## src/rtl/gold_support_ctrl_if.sv

```systemverilog
// rtl/gold_support_ctrl_if.sv - pixel, bag and result signals of the gold support controller
interface gold_support_ctrl_if;
    logic        startOfFrame;
    logic [10:0] pixelX;
    logic [10:0] pixelY;
    logic [10:0] goldTLX_a;
    logic [10:0] goldTLY_a;
    logic [10:0] goldTLX_b;
    logic [10:0] goldTLY_b;
    logic        dirt_dr;
    logic        digger_dr;
    logic        gold_dr;
    logic [3:0]  gold_state;
    logic        can_fall_a;
    logic        can_fall_b;
    logic        collision;
    logic        been_eaten;
    logic        gold_eaten_pulse;

    modport master (
        output startOfFrame, pixelX, pixelY, goldTLX_a, goldTLY_a, goldTLX_b, goldTLY_b,
               dirt_dr, digger_dr, gold_dr, gold_state,
        input  can_fall_a, can_fall_b, collision, been_eaten, gold_eaten_pulse
    );

    modport slave (
        input  startOfFrame, pixelX, pixelY, goldTLX_a, goldTLY_a, goldTLX_b, goldTLY_b,
               dirt_dr, digger_dr, gold_dr, gold_state,
        output can_fall_a, can_fall_b, collision, been_eaten, gold_eaten_pulse
    );
endinterface

```

## src/rtl/gold_support_ctrl.sv

```systemverilog
// rtl/gold_support_ctrl.sv - per-bag tunnel sensing, release FSMs and eat scoring for two gold bags
module gold_support_ctrl #(
    parameter logic [8:0] SUPPORT_THRESHOLD = 9'd192,
    parameter int         STRIP_H           = 8
) (
    input  logic               clk,
    input  logic               reset,
    gold_support_ctrl_if.slave bus
);
    typedef enum logic [1:0] {HELD = 2'd0, DOUBT = 2'd1, FREE = 2'd2} state_t;

    localparam logic [11:0] STRIP_H12 = 12'(STRIP_H);

    logic [11:0]       px, py;
    logic [1:0][11:0]  tlx, tly;
    logic [1:0]        in_rect, strip, hit, unsup;
    logic [1:0][8:0]   cnt_q, cnt_d;
    state_t            state_q [2];
    state_t            state_d [2];
    logic [1:0]        can_fall_q, can_fall_d;
    logic [1:0]        eaten_q, eaten_d, set_eat;
    logic              pulse_q, pulse_d;
    logic              collision, been_eaten;

    // Bounds widened to 12 bits so bags near the screen edge never wrap.
    assign px  = {1'b0, bus.pixelX};
    assign py  = {1'b0, bus.pixelY};
    assign tlx = {{1'b0, bus.goldTLX_b}, {1'b0, bus.goldTLX_a}};
    assign tly = {{1'b0, bus.goldTLY_b}, {1'b0, bus.goldTLY_a}};

    always_comb begin
        in_rect = '0;
        strip   = '0;
        hit     = '0;
        unsup   = '0;
        cnt_d   = cnt_q;
        for (int i = 0; i < 2; i++) begin
            in_rect[i] = (px >= tlx[i]) && (px <= tlx[i] + 12'd31) &&
                         (py >= tly[i]) && (py <= tly[i] + 12'd31);
            strip[i]   = (px >= tlx[i]) && (px <= tlx[i] + 12'd31) &&
                         (py >= tly[i] + 12'd32) && (py <= tly[i] + 12'd31 + STRIP_H12);
            hit[i]     = strip[i] && !bus.dirt_dr;
            unsup[i]   = cnt_q[i] >= SUPPORT_THRESHOLD;
            if (bus.startOfFrame)
                cnt_d[i] = {8'd0, hit[i]};
            else if (hit[i] && cnt_q[i] != 9'd256)
                cnt_d[i] = cnt_q[i] + 9'd1;
        end
    end

    always_comb begin
        for (int i = 0; i < 2; i++) begin
            state_d[i] = state_q[i];
            if (bus.startOfFrame) begin
                case (state_q[i])
                    HELD:    state_d[i] = unsup[i] ? DOUBT : HELD;
                    DOUBT:   state_d[i] = unsup[i] ? FREE  : HELD;
                    FREE:    state_d[i] = unsup[i] ? FREE  : HELD;
                    default: state_d[i] = HELD;
                endcase
            end
        end
    end

    // Release level is registered from the next state so it rises on the entering edge.
    always_comb begin
        can_fall_d = '0;
        for (int i = 0; i < 2; i++)
            can_fall_d[i] = (state_d[i] == FREE);
    end

    assign collision  = bus.digger_dr && bus.gold_dr;
    assign been_eaten = collision && (bus.gold_state == 4'd2);

    always_comb begin
        set_eat    = '0;
        set_eat[0] = been_eaten && in_rect[0] && !eaten_q[0];
        set_eat[1] = been_eaten && !in_rect[0] && in_rect[1] && !eaten_q[1];
        eaten_d    = eaten_q | set_eat;
        pulse_d    = |set_eat;
    end

    always_ff @(posedge clk or posedge reset) begin
        if (reset) begin
            cnt_q      <= '0;
            state_q[0] <= HELD;
            state_q[1] <= HELD;
            can_fall_q <= '0;
            eaten_q    <= '0;
            pulse_q    <= 1'b0;
        end else begin
            cnt_q      <= cnt_d;
            state_q[0] <= state_d[0];
            state_q[1] <= state_d[1];
            can_fall_q <= can_fall_d;
            eaten_q    <= eaten_d;
            pulse_q    <= pulse_d;
        end
    end

    assign bus.can_fall_a       = can_fall_q[0];
    assign bus.can_fall_b       = can_fall_q[1];
    assign bus.collision        = collision;
    assign bus.been_eaten       = been_eaten;
    assign bus.gold_eaten_pulse = pulse_q;
endmodule

```

## src/flat_wrapper.sv

```systemverilog
// flat-port wrapper written by rule: the top's interface ports become plain ports
module gold_support_ctrl_flat 
#(
    parameter logic [8:0] SUPPORT_THRESHOLD = 9'd192,
    parameter int         STRIP_H           = 8
)
  (clk, reset, bus_startOfFrame, bus_pixelX, bus_pixelY, bus_goldTLX_a, bus_goldTLY_a, bus_goldTLX_b, bus_goldTLY_b, bus_dirt_dr, bus_digger_dr, bus_gold_dr, bus_gold_state, bus_can_fall_a, bus_can_fall_b, bus_collision, bus_been_eaten, bus_gold_eaten_pulse);
  gold_support_ctrl_if bus_i ();
  input  logic clk;
  input  logic reset;
  input wire logic [$bits(bus_i.startOfFrame)-1:0] bus_startOfFrame;
  input wire logic [$bits(bus_i.pixelX)-1:0] bus_pixelX;
  input wire logic [$bits(bus_i.pixelY)-1:0] bus_pixelY;
  input wire logic [$bits(bus_i.goldTLX_a)-1:0] bus_goldTLX_a;
  input wire logic [$bits(bus_i.goldTLY_a)-1:0] bus_goldTLY_a;
  input wire logic [$bits(bus_i.goldTLX_b)-1:0] bus_goldTLX_b;
  input wire logic [$bits(bus_i.goldTLY_b)-1:0] bus_goldTLY_b;
  input wire logic [$bits(bus_i.dirt_dr)-1:0] bus_dirt_dr;
  input wire logic [$bits(bus_i.digger_dr)-1:0] bus_digger_dr;
  input wire logic [$bits(bus_i.gold_dr)-1:0] bus_gold_dr;
  input wire logic [$bits(bus_i.gold_state)-1:0] bus_gold_state;
  output wire logic [$bits(bus_i.can_fall_a)-1:0] bus_can_fall_a;
  output wire logic [$bits(bus_i.can_fall_b)-1:0] bus_can_fall_b;
  output wire logic [$bits(bus_i.collision)-1:0] bus_collision;
  output wire logic [$bits(bus_i.been_eaten)-1:0] bus_been_eaten;
  output wire logic [$bits(bus_i.gold_eaten_pulse)-1:0] bus_gold_eaten_pulse;
  assign bus_i.startOfFrame = bus_startOfFrame;
  assign bus_i.pixelX = bus_pixelX;
  assign bus_i.pixelY = bus_pixelY;
  assign bus_i.goldTLX_a = bus_goldTLX_a;
  assign bus_i.goldTLY_a = bus_goldTLY_a;
  assign bus_i.goldTLX_b = bus_goldTLX_b;
  assign bus_i.goldTLY_b = bus_goldTLY_b;
  assign bus_i.dirt_dr = bus_dirt_dr;
  assign bus_i.digger_dr = bus_digger_dr;
  assign bus_i.gold_dr = bus_gold_dr;
  assign bus_i.gold_state = bus_gold_state;
  assign bus_can_fall_a = bus_i.can_fall_a;
  assign bus_can_fall_b = bus_i.can_fall_b;
  assign bus_collision = bus_i.collision;
  assign bus_been_eaten = bus_i.been_eaten;
  assign bus_gold_eaten_pulse = bus_i.gold_eaten_pulse;
  gold_support_ctrl #(.SUPPORT_THRESHOLD(SUPPORT_THRESHOLD), .STRIP_H(STRIP_H)) u_core (.clk(clk), .reset(reset), .bus(bus_i));
endmodule
```

## config.mk

```make
export PLATFORM = sky130hd
export DESIGN_NAME = gold_support_ctrl_flat
export DESIGN_NICKNAME = d
export VERILOG_FILES = /design/src/rtl/gold_support_ctrl_if.sv /design/src/rtl/gold_support_ctrl.sv /design/src/flat_wrapper.sv
export SDC_FILE = /design/constraint.sdc
export NUM_CORES = 1
export LEC_CHECK = 0
export CORE_MARGIN = 5
export CORE_UTILIZATION = 51
export DETAILED_ROUTE_END_ITERATION = 16
export GPL_TIMING_DRIVEN = 1
export HOLD_SLACK_MARGIN = 0.1
export PLACE_DENSITY = 0.84
export SETUP_SLACK_MARGIN = 0.5
export SLEW_MARGIN = 20
export SYNTH_ARGS = -nofsm -noshare
export SYNTH_HDL_FRONTEND = slang
export SYNTH_SLANG_ARGS = --single-unit
```

## constraint.sdc

```tcl
create_clock -name clk -period 1.7 [get_ports clk]
set_input_delay 0.34 -clock clk [delete_from_list [all_inputs] [get_ports clk]]
set_output_delay 0.34 -clock clk [all_outputs]
set_load 0.005 [all_outputs]
```

==> results.ini <==
[worst_setup_path]
crit_path_max_fanout = 6
required_ps = 1910
reg2reg_from = u_core.cnt_q[11]$_DFFE_PP0P_
crit_path_max_incr_delay_ps = 550
crit_chain = buf_6 -> buf_8 -> or4_4 -> o21ai_4 -> buf_6 -> nand3_4 -> nor4_4 -> xnor2_1 -> ha_1 -> a21o_1 -> a221oi_2 -> a31oi_2 -> a211o_2 -> buf_6 -> or4_4 -> a21oi_2
cpMaxStageDelayCell = or4_4
path_common_cell = buf_6
worst_setup_path_start_kind = primary input
end_kind = register
cp-endpoint = u_core.cnt_q[4]$_DFFE_PP0P_
reg2reg_slack_ps = -380
path_class = in -> reg
cp-startpoint = bus_goldTLY_a[1]
cp.arrival_ps = 3970
r2r_end = u_core.cnt_q[9]$_DFFE_PP0P_
r2r.worst_path.cells = 5

[logic_synthesis]
synthCells = 674
synth_common_cells = ha_1, inv_1, nand2_1
synth_edf_count = 0
synth.ff_latch_count = 27
yosys-top-cells-area = ha_1, dfrtp_1, xnor2_1
synth_area_per_cell_um2 = 7.956
yosysTopAreaCell = ha_1
async_flop_share = 1.000
yosys_warnings = 0
netlist.area_leader.share = 0.3080
synth_flop_cell = dfrtp_1
ys_types = 62
syn-num-nets = 882
syn_area_mm2 = 0.005363
yosysSeqAreaShare = 0.1260
synth_most_common_cell = ha_1

[grt]
grt.busiest_layer = met2
overflow = 0
grt_use_met3 = 0.03720
grt_first_pass_wirelength_um = 30930
antenna_found_initial = 0
grt_usage = 0.2894
grt_start_max_net_pins = 28
grt_pass1_vias = 6780
use_met1 = 0.3331
gr-usage-met2 = 0.5395

[sta]
fin_ws_ps = -2055
max_freq_ghz = 0.2663
slew_viol_final = 0
rsz0062_at_grt = yes
finalCritPeriodShare = 2.209
min_period_ps = 3755
finalHoldViolCount = 0
fin_worst_skew_ps = 5.185
maxSlewHeadroom = 0.4856
setup_viol = 21
holdWs_ps = 435.9
worstMarginPinSlew_ps = 764.5

[flow_run]
maxCapViolations = 0

[power]
power.switching_uw = 1360
power_uw = 3360
combPwrFrac = 0.694
switching_share = 0.4047
power.share.clock = 0.111
p_leak_uw = 0.004371
p_seq_frac = 0.196
powerDensity_mw_per_mm2 = 371.9
internal_power_uw = 2000
vdd_drop_max_mv = 0.7298

[cts]
clkTransAtPathRegs_ps = 90
root_buffer = clkbuf_8
cts.hold.buffers_added = 0
clock_sinks = 27
numCtsBuffers = 3
htree_levels = 1
tritoncts = yes
cts_max_path_buffers = 2
insertion_delay_ps = 280

[cells_and_area]
synthToLayoutAreaGrowth_pct = 68.46
nets = 1193
fillers = 473
fin_util = 0.8790
multiInputGateArea_mm2 = 0.005226
drive_gt1_frac = 0.3974
diodes = 0
final_cells = 1120
ff_latch_area_um2 = 675.6

[floorplan]
fp.dieW_um = 112.5
ios = 81
start_util = 0.5218
die_h_um = 112.5
die_area_mm2 = 0.01267
core_mm2 = 0.01028
num_rows = 37

[place]
dp.cells = 1078
place.gp.congestion = 0.9768
place.port_buffers = 80
dp_slack_ps = -2585
hpwl_um = 14720

[drt]
ant_nets = 0
dr.pass1.iters = 5
wl_um = 21690
first_iter_violations = 576
detail_route.vias_per_cell = 6.049
vias = 6775
remaining_drc_errors = 0
routedWlPerCell_um = 19.37

[outcome]
violations = setup timing
outcome = finished, violations left

[min_path]
holdCritPathClass = in -> async

[layout by cell type, fill, tap and decap left out, types with 8 or more instances in the layout]
| cell | synthesis | routed |
|---|---|---|
| o21ai_0 | 20 | 16 |
| dlygate4sd2_1 | 0 | 10 |
| nor2_1 | 34 | 24 |
| clkdlybuf4s50_1 | 0 | 42 |
| nor3_1 | 17 | 8 |
| buf_4 | 0 | 210 |
| a21oi_1 | 42 | 30 |
| or4_4 | 1 | 9 |
| ha_1 | 132 | 120 |
| dfrtp_1 | 27 | 27 |
| ha_4 | 0 | 9 |
| buf_6 | 1 | 25 |
| xnor2_1 | 41 | 35 |
| nand2_1 | 51 | 43 |
| o21a_1 | 8 | 8 |
| o211ai_1 | 10 | 10 |
| nand4_1 | 14 | 14 |
| and3_1 | 10 | 8 |
| nand3_1 | 31 | 25 |
| a21oi_2 | 0 | 11 |
| dlymetal6s2s_1 | 0 | 10 |
| inv_1 | 78 | 67 |
| a21o_1 | 10 | 10 |
[how the worst min path moves through the flow]
| stage | end | slack (ps) | cells after the start |
|---|---|---|---|
| 6_report | u_core.state_q[0]$_DFF_PP0_ | 440 | 3 |
| 5_1_grt | u_core.state_q[0]$_DFF_PP0_ | 480 | 3 |
| 4_1_cts | u_core.state_q[0]$_DFF_PP0_ | 430 | 3 |
| 3_5_place_dp | u_core.eaten_q[0]$_DFF_PP0_ | 440 | 1 |
| 3_3_place_gp | u_core.eaten_q[0]$_DFF_PP0_ | 430 | 1 |
| 2_1_floorplan | u_core.bus.gold_eaten_pulse$_DFF_PP0_ | 390 | 1 |
[cells by family after synthesis]
kind of cell / after synthesis / synth area share
and+or+nand+nor: 215 / 0.2142
AOI/OAI and AO/OA: 163 / 0.2014
adders and majority gates: 132 / 0.3080
buffers and inverters: 84 / 0.06020
xor gates and xnor gates: 50 / 0.08446
DFF: 27 / 0.1260
muxes: 3 / 0.005833
[per-stage QoR]
stage                     TNS [ps]  area (µm²)
after floorplan             -32460        5617
after global placement      -48100        8003
after detailed placement    -50720        8003
after CTS                   -36220        8539
after global routing        -40110        9034
final                       -38410        9034
[power groups by stage]
stage | sequential (µW) | clock [µW] | combinational, µW
global placement | 668 | 0 | 1820
detailed placement | 668 | 0 | 1910
finish | 657 | 372 | 2330
floorplan | 667 | 0 | 959
CTS | 656 | 366 | 2040
global route | 658 | 413 | 2490
[timing repair]
item	in CTS	in global routing
cloned	1	1
gates resized for setup	144	92
pin swaps	65	60
setup buffers	18	18
endpoints found under the setup margin	28	27
[critical path: cells and delay by family]
kind | cells | cell delay, ps
AO/OA/AOI/OAI | 6 | 1370
buffers and inverters | 4 | 480
adder cells (fa/ha/maj) | 1 | 280
XOR/XNOR | 1 | 170
AND/OR/NAND/NOR | 4 | 1310
[metal layers]
layer,share of wire,wire [µm]
met5,0,0
met4,0.046,989
met3,0.071,1542
met2,0.51,11010
met1,0.38,8147
[registers in the layout, summed over array words and instances, names as in the netlist]
| register | flops |
|---|---|
| u_core.cnt_q | 18 |
| u_core.can_fall_q | 2 |
| u_core.state_q | 4 |
| u_core.bus.gold_eaten_pulse | 1 |
| u_core.eaten_q | 2 |
[cell type report]
class,instances,area share
multi-input cells,564,0.5785
repair buffers,311,0.2863
flip-flops and latches,27,0.07479
inverters,78,0.03657
well taps,136,0.01884
clock buffers,4,0.004986
(Power assumes the default switching activity.)
